<file path="src/rtl/imem_arbiter.sv">
// Instruction-memory bank arbiter between CPU fetch and load/store port, with lock/drain handoff.
// Optional starvation guard for the load port is enabled by defining IMEM_STARVE_GUARD_EN.
module imem_arbiter #(
  parameter int unsigned ADDR_W     = 14,
  parameter int unsigned STARVE_MAX = 8
) (
  input  logic              clk,
  input  logic              rst,
  input  logic              fetch_req,
  input  logic [ADDR_W-1:0] fetch_addr,
  output logic              fetch_gnt,
  output logic              fetch_rvalid,
  output logic [31:0]       fetch_rdata,
  output logic              fetch_hold,
  input  logic              load_req,
  input  logic              load_we,
  input  logic [3:0]        load_be,
  input  logic [ADDR_W-1:0] load_addr,
  input  logic [31:0]       load_wdata,
  input  logic              load_lock,
  output logic              load_gnt,
  output logic              load_rvalid,
  output logic [31:0]       load_rdata,
  output logic [ADDR_W-1:0] bank_addr,
  output logic              bank_re,
  output logic [3:0]        bank_we,
  output logic [31:0]       bank_wdata,
  input  logic [31:0]       bank_rdata
);

  typedef enum logic [1:0] {ST_SHARED, ST_DRAIN, ST_LOCKED} state_e;
  typedef enum logic [1:0] {OWN_NONE, OWN_FETCH, OWN_LOAD} owner_e;

  state_e state_q, state_d;
  owner_e owner_q, owner_d;
  logic   load_boost;

`ifdef IMEM_STARVE_GUARD_EN
  localparam int unsigned CNT_W = $clog2(STARVE_MAX + 1);

  logic [CNT_W-1:0] starve_q, starve_d;

  // Saturating count of SHARED cycles in which a pending load was denied
  always_comb begin
    starve_d = starve_q;
    if (load_gnt) begin
      starve_d = '0;
    end else if (state_q == ST_SHARED && load_req && starve_q < CNT_W'(STARVE_MAX)) begin
      starve_d = starve_q + CNT_W'(1);
    end
  end

  always_ff @(posedge clk or posedge rst) begin
    if (rst) starve_q <= '0;
    else     starve_q <= starve_d;
  end

  assign load_boost = (starve_q >= CNT_W'(STARVE_MAX));
`else
  assign load_boost = 1'b0;
`endif

  // Grant decision: combinational from requests and current state
  always_comb begin
    fetch_gnt = 1'b0;
    load_gnt  = 1'b0;
    if (!rst) begin
      case (state_q)
        ST_SHARED: begin
          if (fetch_req && !(load_req && load_boost)) fetch_gnt = 1'b1;
          else if (load_req)                          load_gnt  = 1'b1;
        end
        default: load_gnt = load_req;
      endcase
    end
  end

  // Bank port steering; idle bank sees zeros
  always_comb begin
    bank_addr  = '0;
    bank_re    = 1'b0;
    bank_we    = 4'b0000;
    bank_wdata = '0;
    if (fetch_gnt) begin
      bank_addr = fetch_addr;
      bank_re   = 1'b1;
    end else if (load_gnt) begin
      bank_addr  = load_addr;
      bank_re    = ~load_we;
      bank_we    = load_we ? load_be : 4'b0000;
      bank_wdata = load_wdata;
    end
  end

  // Next-state and read-owner tag
  always_comb begin
    state_d = state_q;
    owner_d = OWN_NONE;
    if (fetch_gnt)                owner_d = OWN_FETCH;
    else if (load_gnt && !load_we) owner_d = OWN_LOAD;
    case (state_q)
      ST_SHARED: if (load_lock) state_d = ST_DRAIN;
      ST_DRAIN: begin
        if (!load_lock)                state_d = ST_SHARED;
        else if (owner_q != OWN_FETCH) state_d = ST_LOCKED;
      end
      ST_LOCKED: if (!load_lock) state_d = ST_SHARED;
      default: state_d = ST_SHARED;
    endcase
  end

  always_ff @(posedge clk or posedge rst) begin
    if (rst) begin
      state_q <= ST_SHARED;
      owner_q <= OWN_NONE;
    end else begin
      state_q <= state_d;
      owner_q <= owner_d;
    end
  end

  // Read data arrives one cycle after grant straight from the synchronous bank
  assign fetch_rvalid = (owner_q == OWN_FETCH);
  assign load_rvalid  = (owner_q == OWN_LOAD);
  assign fetch_rdata  = fetch_rvalid ? bank_rdata : 32'h0;
  assign load_rdata   = load_rvalid  ? bank_rdata : 32'h0;
  assign fetch_hold   = (state_q != ST_SHARED);

endmodule

</file>
<file path="config.mk">
export PLATFORM = sky130hd
export DESIGN_NAME = imem_arbiter
export DESIGN_NICKNAME = d
export VERILOG_FILES = /design/src/rtl/imem_arbiter.sv
export SDC_FILE = /design/constraint.sdc
export NUM_CORES = 1
export LEC_CHECK = 0
export CORE_AREA = 3 3 85 87
export CTS_CLUSTER_SIZE = 40
export DETAILED_ROUTE_END_ITERATION = 8
export DIE_AREA = 0 0 88 90
export HOLD_SLACK_MARGIN = 0.08
export PLACE_DENSITY = 0.71
export SYNTH_ARGS = -nofsm -noshare
export SYNTH_HDL_FRONTEND = slang
export SYNTH_SLANG_ARGS = --single-unit
</file>
<file path="constraint.sdc">
create_clock -name clk -period 4 [get_ports clk]
set_input_delay 0.4 -clock clk [delete_from_list [all_inputs] [get_ports clk]]
set_output_delay 0.4 -clock clk [all_outputs]
set_load 0.02 [all_outputs]
</file>
======== Yosys cells after proc, flatten, opt, wreduce, memory -nomap -nowiden ========
Index checks and enable logic that the tools add are counted.
operators by class
  bitwise operators ....................... 1
  equality and inequality tests ........... 8
  reductions and logical operators ........ 5
  mux-type cells .......................... 25
operators by type and width
  cell                                                 count
  two-way mux 32 bit                                   4
  two-way mux 14 bit                                   2
  two-way mux 2 bit                                    6
  two-way mux 4 bit                                    3
  two-way mux 1 bit                                    9
  one-hot mux 2 bit (3 select lines)                   1
  equality test 2 x 1 -> 1 bit, second input constant  2
  equality test 2 bit, second input constant           2
  != test 2 bit, second input constant                 2
  != test 3 bit, second input constant                 1
  AND reduction 3 bit                                  1
  zero test 2 bit                                      1
  != test 2 x 1 -> 1 bit, second input constant        1
  nonzero test 2 bit                                   1
  logical AND 1 bit                                    1
  zero test 1 bit                                      1
  NOT 1 bit                                            1
storage, ports and cells
  bits in registers ....................... 4

======== Logic depth before layout (Yosys ltp) ========
  depth in word-level cells ............... 7
  depth in mapped cells ................... 5
  mapped depth without buffers ............ 3

======== Least setup slack after synthesis ========
No wires, ideal clock.
  kind .................................... register to output
  start ................................... register state_q[1]
  end ..................................... output port bank_addr[10]
  path slack .............................. 2065 ps
  arrival ................................. 1535 ps
  cell stages (with the launch flop) ...... 5
  data required time ...................... 3600 ps
  buffers on the path ..................... 1
  path through ............................ dfrtp_1 > or3b_1 > nor2_1 > buf_4 > a22o_1
RTL lines
  item                    line  source
  start, declared         34    state_e state_q, state_d;
  start signal, assigned  117   state_q <= state_d;
  zero test 2 bit         68    case (state_q)
  two-way mux 1 bit       68
  two-way mux 1 bit       67    if (!rst) begin
  named net fetch_gnt     11    output logic fetch_gnt,
  two-way mux 14 bit      84    if (fetch_gnt) begin
  end, declared           24    output logic [ADDR_W-1:0] bank_addr,
The timed path passes the listed nets, and every way through them passes these cells.

======== Worst setup path after layout ========
  start ................................... input port fetch_req
  end ..................................... output port bank_addr[1]
between the ends
  longest elaborated chain between the ends .. 5
RTL lines
  item                  line  source
  start, declared       9     input logic fetch_req,
  two-way mux 1 bit     70    if (fetch_req && !(load_req && load_boost)) fetch_gnt = 1'b1;
  two-way mux 1 bit     68
  two-way mux 1 bit     67
  two-way mux 14 bit    87    end else if (load_gnt) begin
  two-way mux 14 bit *  84
Every way passes the cells marked *; elsewhere a longest branch is shown, timed or not.

==> metrics.txt <==
status finished, final reports clean; max_slew headroom 0.479; final std cells w/o fill 438; latest clock arrival within the worst-skew pair 220 ps; Distinct cells, synth 17; most common cell in the synthesized netlist and2_1; post-cts hold buffer count 0; Worst Path Arrival 2540 ps; kind of end point of the critical path primary output; antenna violations before repair 0; post-synth top area share 0.585; Rows 29; CP Launch Type input port; Hold WC Path Type input port to asynchronous set/reset pin; clock skew 3.04 ps; routed vias/inst 4.13; die width 88 µm; Post-Synthesis Cell Area 1030 µm²; Max stage delay on crit path 550 ps; I/O Buffers 221; placed cells 435; Die H 90 µm; worst reg2reg path depth 4; Area Growth Syn to Fin 223%; vias in the first global route 1927; PwrDens 150 nW/µm²; Hold Vio Cnt, Final 0; Detailed Place HPWL 5990 µm; kind of critical path input port to primary output; CP most frequent cell clkdlybuf4s50_1; fin worst setup slack 1060 ps; drt wl/cell 16.0 µm; post-cts resize count 0; gr ovfl total 0; DRC 0; CTS root buf clkbuf_8; post-layout min period 2940 ps; Core ar. 6420 µm²; critical path fanouts, max 52; n_diodes 0; post-route ant nets 0; CTS tree yes; setup TNS 0 ps; Reg area 100 µm²; Post-Syn Instances 146; vias 1809; largest net degree at the start of global routing 53; global-route wire length before repair 10400 µm; syn avg cell area 7.04 µm²; CTS Sinks 4; GP Congestion 0.783; Post-synth top flop dfrtp_1; Setup violations, final 0; Max VDD drop 0.0711 mV; layout cells sized above 1 0.0222; final WL 7020 µm; H-tree depth 1; max-slew violation count 0; TritonCTS buffer count 3; nets@finish 465; die footprint 7920 µm²; maxcap violations 0; Placed Area 3280 µm²; Iteration-0 DRC Markers 23; GRT Total Usage 0.167; most frequent cells after synthesis 96 x and2_1, 14 x a22o_1, 6 x clkbuf_1, 5 x and3_1, 5 x nor2b_1; Leak 1.31 nW; Worst Setup Slack post-DPL 1090 ps; register area share after synthesis 0.0974; Post-Layout Inst Area 3320 µm²; final core occ 0.517; Post-synth EDFFs 0; flops & latches, synth 4; slowest CP cell clkdlybuf4s50_1; R2R setup slack 2390 ps; worst r2r src state_q[1]; Longest Clk Path Bufs 2; Max Fclk 340 MHz; Final Cycle Share 0.735; fillers 622; I/O Pins 222; Slew @ Worst Pin 779 ps; Synth Net Count 248; Synth area leaders and2_1 58%, a22o_1 12%, dfrtp_1 9.7%, buf_6 4.4%, and3_1 3.0%; multi-input logic area 838 µm²; Initial Util 0.160; drt first pass iters 3; Cell Chain, Critical Path clkdlybuf4s50_1 -> or3b_1 -> and3_1 -> buf_4 -> a22o_1 -> clkdlybuf4s50_1; area leader, netlist and2_1; Worst EP required 3600 ps; Pwr Total 0.498 mW; Post-CTS Setup Bufs 0; Ys Warns 0; RSZ-0062 raised after global routing no; clk slew on worst S/H paths 30 ps; asr flop ratio synth 1.00; reg2reg end owner_q[1]; Min Hold Slack 448 ps
-- cells in the final DEF, fill, tap and decap left out --
master	count
or2_2	1
clkbuf_8	3
inv_1	1
or3b_1	1
and3_1	5
dfrtp_1	4
o21a_1	1
clkdlybuf4s50_1	221
a22o_1	14
and2_1	96
nor2b_1	5
buf_4	4
nand2b_1	1
nor2_1	1
a21oi_1	1
nor3b_1	2
-- per-layer routing --
layer  wire (µm)  vias up  track usage  share of wire
met5           0        -            0              0
met4          91        0       0.0371          0.013
met3         975        6       0.0750           0.14
met2        3660      134        0.320           0.52
met1        2290      771        0.157           0.33
li1            -      898            -              -
-- cell type report --
| cell class | instances | share of cell area |
|---|---|---|
| repair buffers | 225 | 0.675 |
| well taps | 77 | 0.0290 |
| clock buffers | 3 | 0.0124 |
| flip-flops and latches | 4 | 0.0301 |
| inverters | 1 | 0.00113 |
| multi-input cells | 128 | 0.252 |
-- power breakdown --
group	total, mW	leakage (nW)	switching (mW)	internal, mW
Sequential	0.0477	0.0529	0.00301	0.0446
Combinational	0.366	1.23	0.152	0.214
Clock	0.0837	0.0216	0.0197	0.0640
-- state kept, by name, indices dropped and copies added (netlist names) --
name	count
state_q	2
owner_q	2
-- worst max-delay path by stage --
stage / cells past startpoint / to / start / slack (ps)
after global routing: 6 / bank_addr[1] / fetch_req / 1010
after global placement: 6 / bank_addr[1] / fetch_req / 1090
after CTS: 6 / bank_addr[1] / fetch_req / 1070
after detailed placement: 6 / bank_addr[1] / fetch_req / 1090
final: 6 / bank_addr[1] / fetch_req / 1060
after floorplan: 4 / bank_addr[10] / state_q[1] / 2070
-- worst max-delay path, delay by kind of cell --
kind | cells | cell delay [ps]
compound gates | 1 | 270
simple gates | 2 | 590
buf+inv | 3 | 1250
-- kinds of logic after synthesis --
logic type,synth area share
buffers and inverters,0.0865
and+or+nand+nor,0.685
AOI/OAI and AO/OA,0.132
DFF,0.0974
(Power assumes the default switching activity.)
==> patch 1 (same flow settings) <==
`ADDR_W`: 14 -> 12.
--- a/src/rtl/imem_arbiter.sv
+++ b/src/rtl/imem_arbiter.sv
@@ -1,7 +1,7 @@
 // Instruction-memory bank arbiter between CPU fetch and load/store port, with lock/drain handoff.
 // Optional starvation guard for the load port is enabled by defining IMEM_STARVE_GUARD_EN.
 module imem_arbiter #(
-  parameter int unsigned ADDR_W     = 14,
+  parameter int unsigned ADDR_W     = 12,
   parameter int unsigned STARVE_MAX = 8
 ) (
   input  logic              clk,
Ports: changed (resized bank_addr, fetch_addr and load_addr); port bits go from 222 to 216. The function was not compared with the original's and may differ.
==> patch 1 against the original RTL <==
Sequential cell count stayed put; final area is 2.5% lower; power is 3.6% lower; critical endpoint is now bank_addr[9]; setup slack worse by 0.13 ns; area after synthesis is 0.24% higher; clock power is 0.8% lower; routed wire length is 19% lower.
==> patch 1: results (changes against the original RTL) <==
largest net degree at the start of global routing -> 51 (-3.8%)
Pleak -> 1.27 nW (-3.1%)
Worst Path Arrival -> 2.67 ns (+0.13 ns)
vias in the first global route -> 1638 (-15%)
Peak supply drop -> 131 uV (+85%)
total track usage -> 13.3% (-3.3 points)
Switching Fraction -> 34.3% (-0.84 points)
GP Congestion -> 0.765 (-2.3%)
share of cells above drive strength 1 -> 2.56% (+0.35 points)
drt wl/cell -> 13.4 um (-17%)
post-DP HPWL -> 4940 um (-18%)
outcome -> finished, final reports clean
sequential fraction of the synthesis area -> 9.72% (-0.024 points)
Placed Cells -> 425 (-2.3%)
filler cell count -> 619 (-0.48%)
Max stage delay on crit path -> 0.60 ns (+0.05 ns)
top post-synthesis cells by count -> and2_1 (96), a22o_1 (12), buf_6 (6), clkbuf_1 (6), nor2b_1 (5)
Root Driver -> clkbuf_8
Worst slew margin -> 27.6% (-20 points)
Synth Warn # -> 0 (unchanged)
DR iter-0 viols -> 26 (+13%)
Routed WL -> 5720 um (-19%)
first-pass GRT wire length -> 8600 um (-17%)
Seq pwr share -> 10.0% (+0.4 points)
Synth Instances -> 144 (-1.4%)
DRT Pass-1 Iters -> 4 (+1)
Mapped Nets -> 242 (-2.4%)
main area contributors after synthesis -> and2_1 (58%), a22o_1 (10%), dfrtp_1 (9.7%), buf_6 (6.6%), nor2b_1 (3.0%)
buffers added on ports -> 215 (-2.7%)
## patch 1: cell types whose count changed after synthesis, sizes merged
cell	change
buf	+2
a22o	-2
clkbuf	-2
## patch 1: cells by family (layout without fill, tap and decap cells)
| group | after synthesis | in the layout | synth area share [%] |
|---|---|---|---|
| flops | 4 | 4 | 9.72 |
| simple gates | 112 | 112 | 69.0 |
| buf+inv | 14 | 221 | 9.84 |
| compound gates | 14 | 14 | 11.4 |
## patch 1: per-layer routing
metal | global-route usage, % | wire length, um
met3 | 2.65 | 474
met2 | 25.4 | 3100
met4 | 3.07 | 59
met5 | 0 | 0
met1 | 14.7 | 2080
## patch 1: cell type report
type | instances | share of cell area, %
multi-input cells | 126 | 25.6
repair buffers | 217 | 66.9
well taps | 77 | 2.97
flip-flops and latches | 4 | 3.09
clock buffers | 3 | 1.27
inverters | 1 | 0.116
## patch 1: metrics by stage
step,setup WS [ns],area (um^2)
floorplan,2.14,1030
global placement,0.962,3200
detailed placement,0.911,3200
CTS,0.903,3240
global route,0.819,3240
finish,0.934,3240
## patch 1: worst paths after layout
kind	startpoint	endpoint	slack [ns]
hold / removal	rst	owner_q[0]	0.45
hold reg to reg	state_q[1]	state_q[0]	0.50
setup reg to reg	owner_q[1]	state_q[1]	2.36
setup / recovery	fetch_req	bank_addr[9]	0.93
max in group asynchronous	rst	state_q[1]	3.38
min in group clk	state_q[1]	state_q[0]	0.50
## patch 1: power groups by stage
stage                     Sequential (mW)  Clock (mW)  Combinational, mW
final                              0.0480      0.0830              0.349
after global routing               0.0485      0.0897              0.371
after CTS                          0.0480      0.0860              0.353
after detailed placement           0.0484           0              0.352
after global placement             0.0485           0              0.349
after floorplan                    0.0476           0              0.148
==> patch 2 (same settings) <==
Made on the original files. Encoding of `state_e`: now one-hot (3 bits for 3 states).
--- a/src/rtl/imem_arbiter.sv
+++ b/src/rtl/imem_arbiter.sv
@@ -28,7 +28,7 @@
   input  logic [31:0]       bank_rdata
 );
 
-  typedef enum logic [1:0] {ST_SHARED, ST_DRAIN, ST_LOCKED} state_e;
+  typedef enum logic [2:0] {ST_SHARED = 3'b001, ST_DRAIN = 3'b010, ST_LOCKED = 3'b100} state_e;
   typedef enum logic [1:0] {OWN_NONE, OWN_FETCH, OWN_LOAD} owner_e;
 
   state_e state_q, state_d;
Function: no difference found for any inputs over 10 cycles, from zero or initial values and one cycle with rst high; not proved beyond that.
==> patch 2 against the original RTL <==
Setup slack worse by 0.11 ns; clock skew fell by 0.0028 ns; maximum frequency down 3.7%; sequential share of layout area grew 0.71 points; power rose by 13%; area after synthesis grew 9.0%; final area increased by 2.3%; sequential cell count rose by 1; routed wire length shrank 6.0%; non-clock buffer count fell by 2; critical endpoint is now bank_addr[7]; highest routed layer unchanged.
==> patch 2: results (changes against the original RTL) <==
sequential fraction of the synthesis area -> 11.3% (+1.5 points)
total track usage -> 15.6% (-1.1 points)
top post-synthesis cells by count -> and2_1 (97), a22o_1 (14), buf_6 (6), clkbuf_1 (6)
filler cell count -> 599 (-3.7%)
Max FO, Critical Path -> 17 (-67%)
first-pass GRT wire length -> 9810 um (-5.5%)
Layout Skew -> 0.000247 ns (-0.00279 ns)
post-DP HPWL -> 5610 um (-6.4%)
largest net degree at the start of global routing -> 54 (+1.9%)
Final Net Count -> 470 (+1.1%)
outcome -> finished, final reports clean
routed vias/inst -> 4.18 (+1.2%)
Pleak -> 1.35 nW (+2.9%)
drt wl/cell -> 14.9 um (-7.2%)
worst flop-to-flop path startpoint -> state_q[0]
Mapped Nets -> 254 (+2.4%)
worst r2r path cells -> 2 (-2)
Synth Instances -> 152 (+4.1%)
GP Congestion -> 0.814 (+4.0%)
# diodes -> 0 (unchanged)
Hold Slack -> 0.482 ns (+0.0348 ns)
# resized after CTS -> 0 (unchanged)
Placed Cells -> 440 (+1.1%)
Peak supply drop -> 82.0 uV (+15%)
DR iter-0 viols -> 33 (+43%)
Max stage delay on crit path -> 0.61 ns (+0.06 ns)
reg2reg setup slack -> 2.25 ns (-0.14 ns)
Placement Cell Area -> 3350 um^2 (+2.2%)
Worst slew margin -> 48.2% (+0.25 points)
Slowest-stage cell, CP -> nor3_4
DRT Pass-1 Iters -> 4 (+1)
r2r endpoint -> owner_q[0]
share of cells above drive strength 1 -> 2.45% (+0.24 points)
pre-CTS WS -> 1.11 ns (+0.0236 ns)
Top Registers -> state_q: 3 flops, owner_q: 2 flops
vias in the first global route -> 1857 (-3.6%)
Routed WL -> 6610 um (-6.0%)
==> patch 2: how the worst max path moves through the flow <==
stage,slack [ns],cells past startpoint,endpoint,start
finish,0.95,4,bank_addr[7],state_q[0]
global route,0.79,4,bank_addr[7],state_q[0]
detailed placement,1.11,5,bank_addr[2],fetch_req
global placement,1.17,5,bank_addr[2],fetch_req
CTS,0.90,4,bank_addr[2],state_q[0]
floorplan,1.95,4,bank_addr[10],state_q[0]
==> patch 2: layer usage <==
| layer | vias to the layer above | share of wire, % | GRT usage [%] |
|---|---|---|---|
| met5 | - | 0 | 0 |
| met2 | 130 | 53 | 30.5 |
| met1 | 803 | 33 | 14.4 |
| li1 | 920 | - | - |
| met3 | 2 | 13 | 6.58 |
| met4 | 0 | 0.51 | 3.45 |
==> patch 2: per-stage QoR <==
step	power (mW)	util [%]
after detailed placement	0.474	52.2
after CTS	0.571	52.9
after floorplan	0.243	-
after global placement	0.471	52.2
final	0.562	52.9
after global routing	0.602	52.9
==> patch 2: power by group <==
part,internal [mW],leakage (nW),switching [mW],total [mW]
Combinational,0.235,1.26,0.172,0.407
Sequential,0.0576,0.0642,0.00492,0.0625
Clock,0.0683,0.0228,0.0236,0.0919
Total,0.361,1.35,0.201,0.562
==> patch 2: final cells by class <==
class	count	area share (%)
timing repair buffer	223	65.5
multi-input combinational	132	26.3
sequential	5	3.72
tap	77	2.84
clock buffer	4	1.33
inverter	3	0.331
==> patch 2: cells by family after synthesis <==
kind of cell	count (synthesis)	synth area share [%]
compound gates	19	14.5
simple gates	112	64.4
flops	5	11.3
buf+inv	15	9.05
xor+xnor	1	0.782
==> patch 2: critical path: cells and delay by family (launching register included) <==
kind,cells,cell delay (ns)
AO/OA/AOI/OAI,1,0.26
buffers and inverters,1,0.60
flip-flops,1,0.54
AND/OR/NAND/NOR,2,1.02
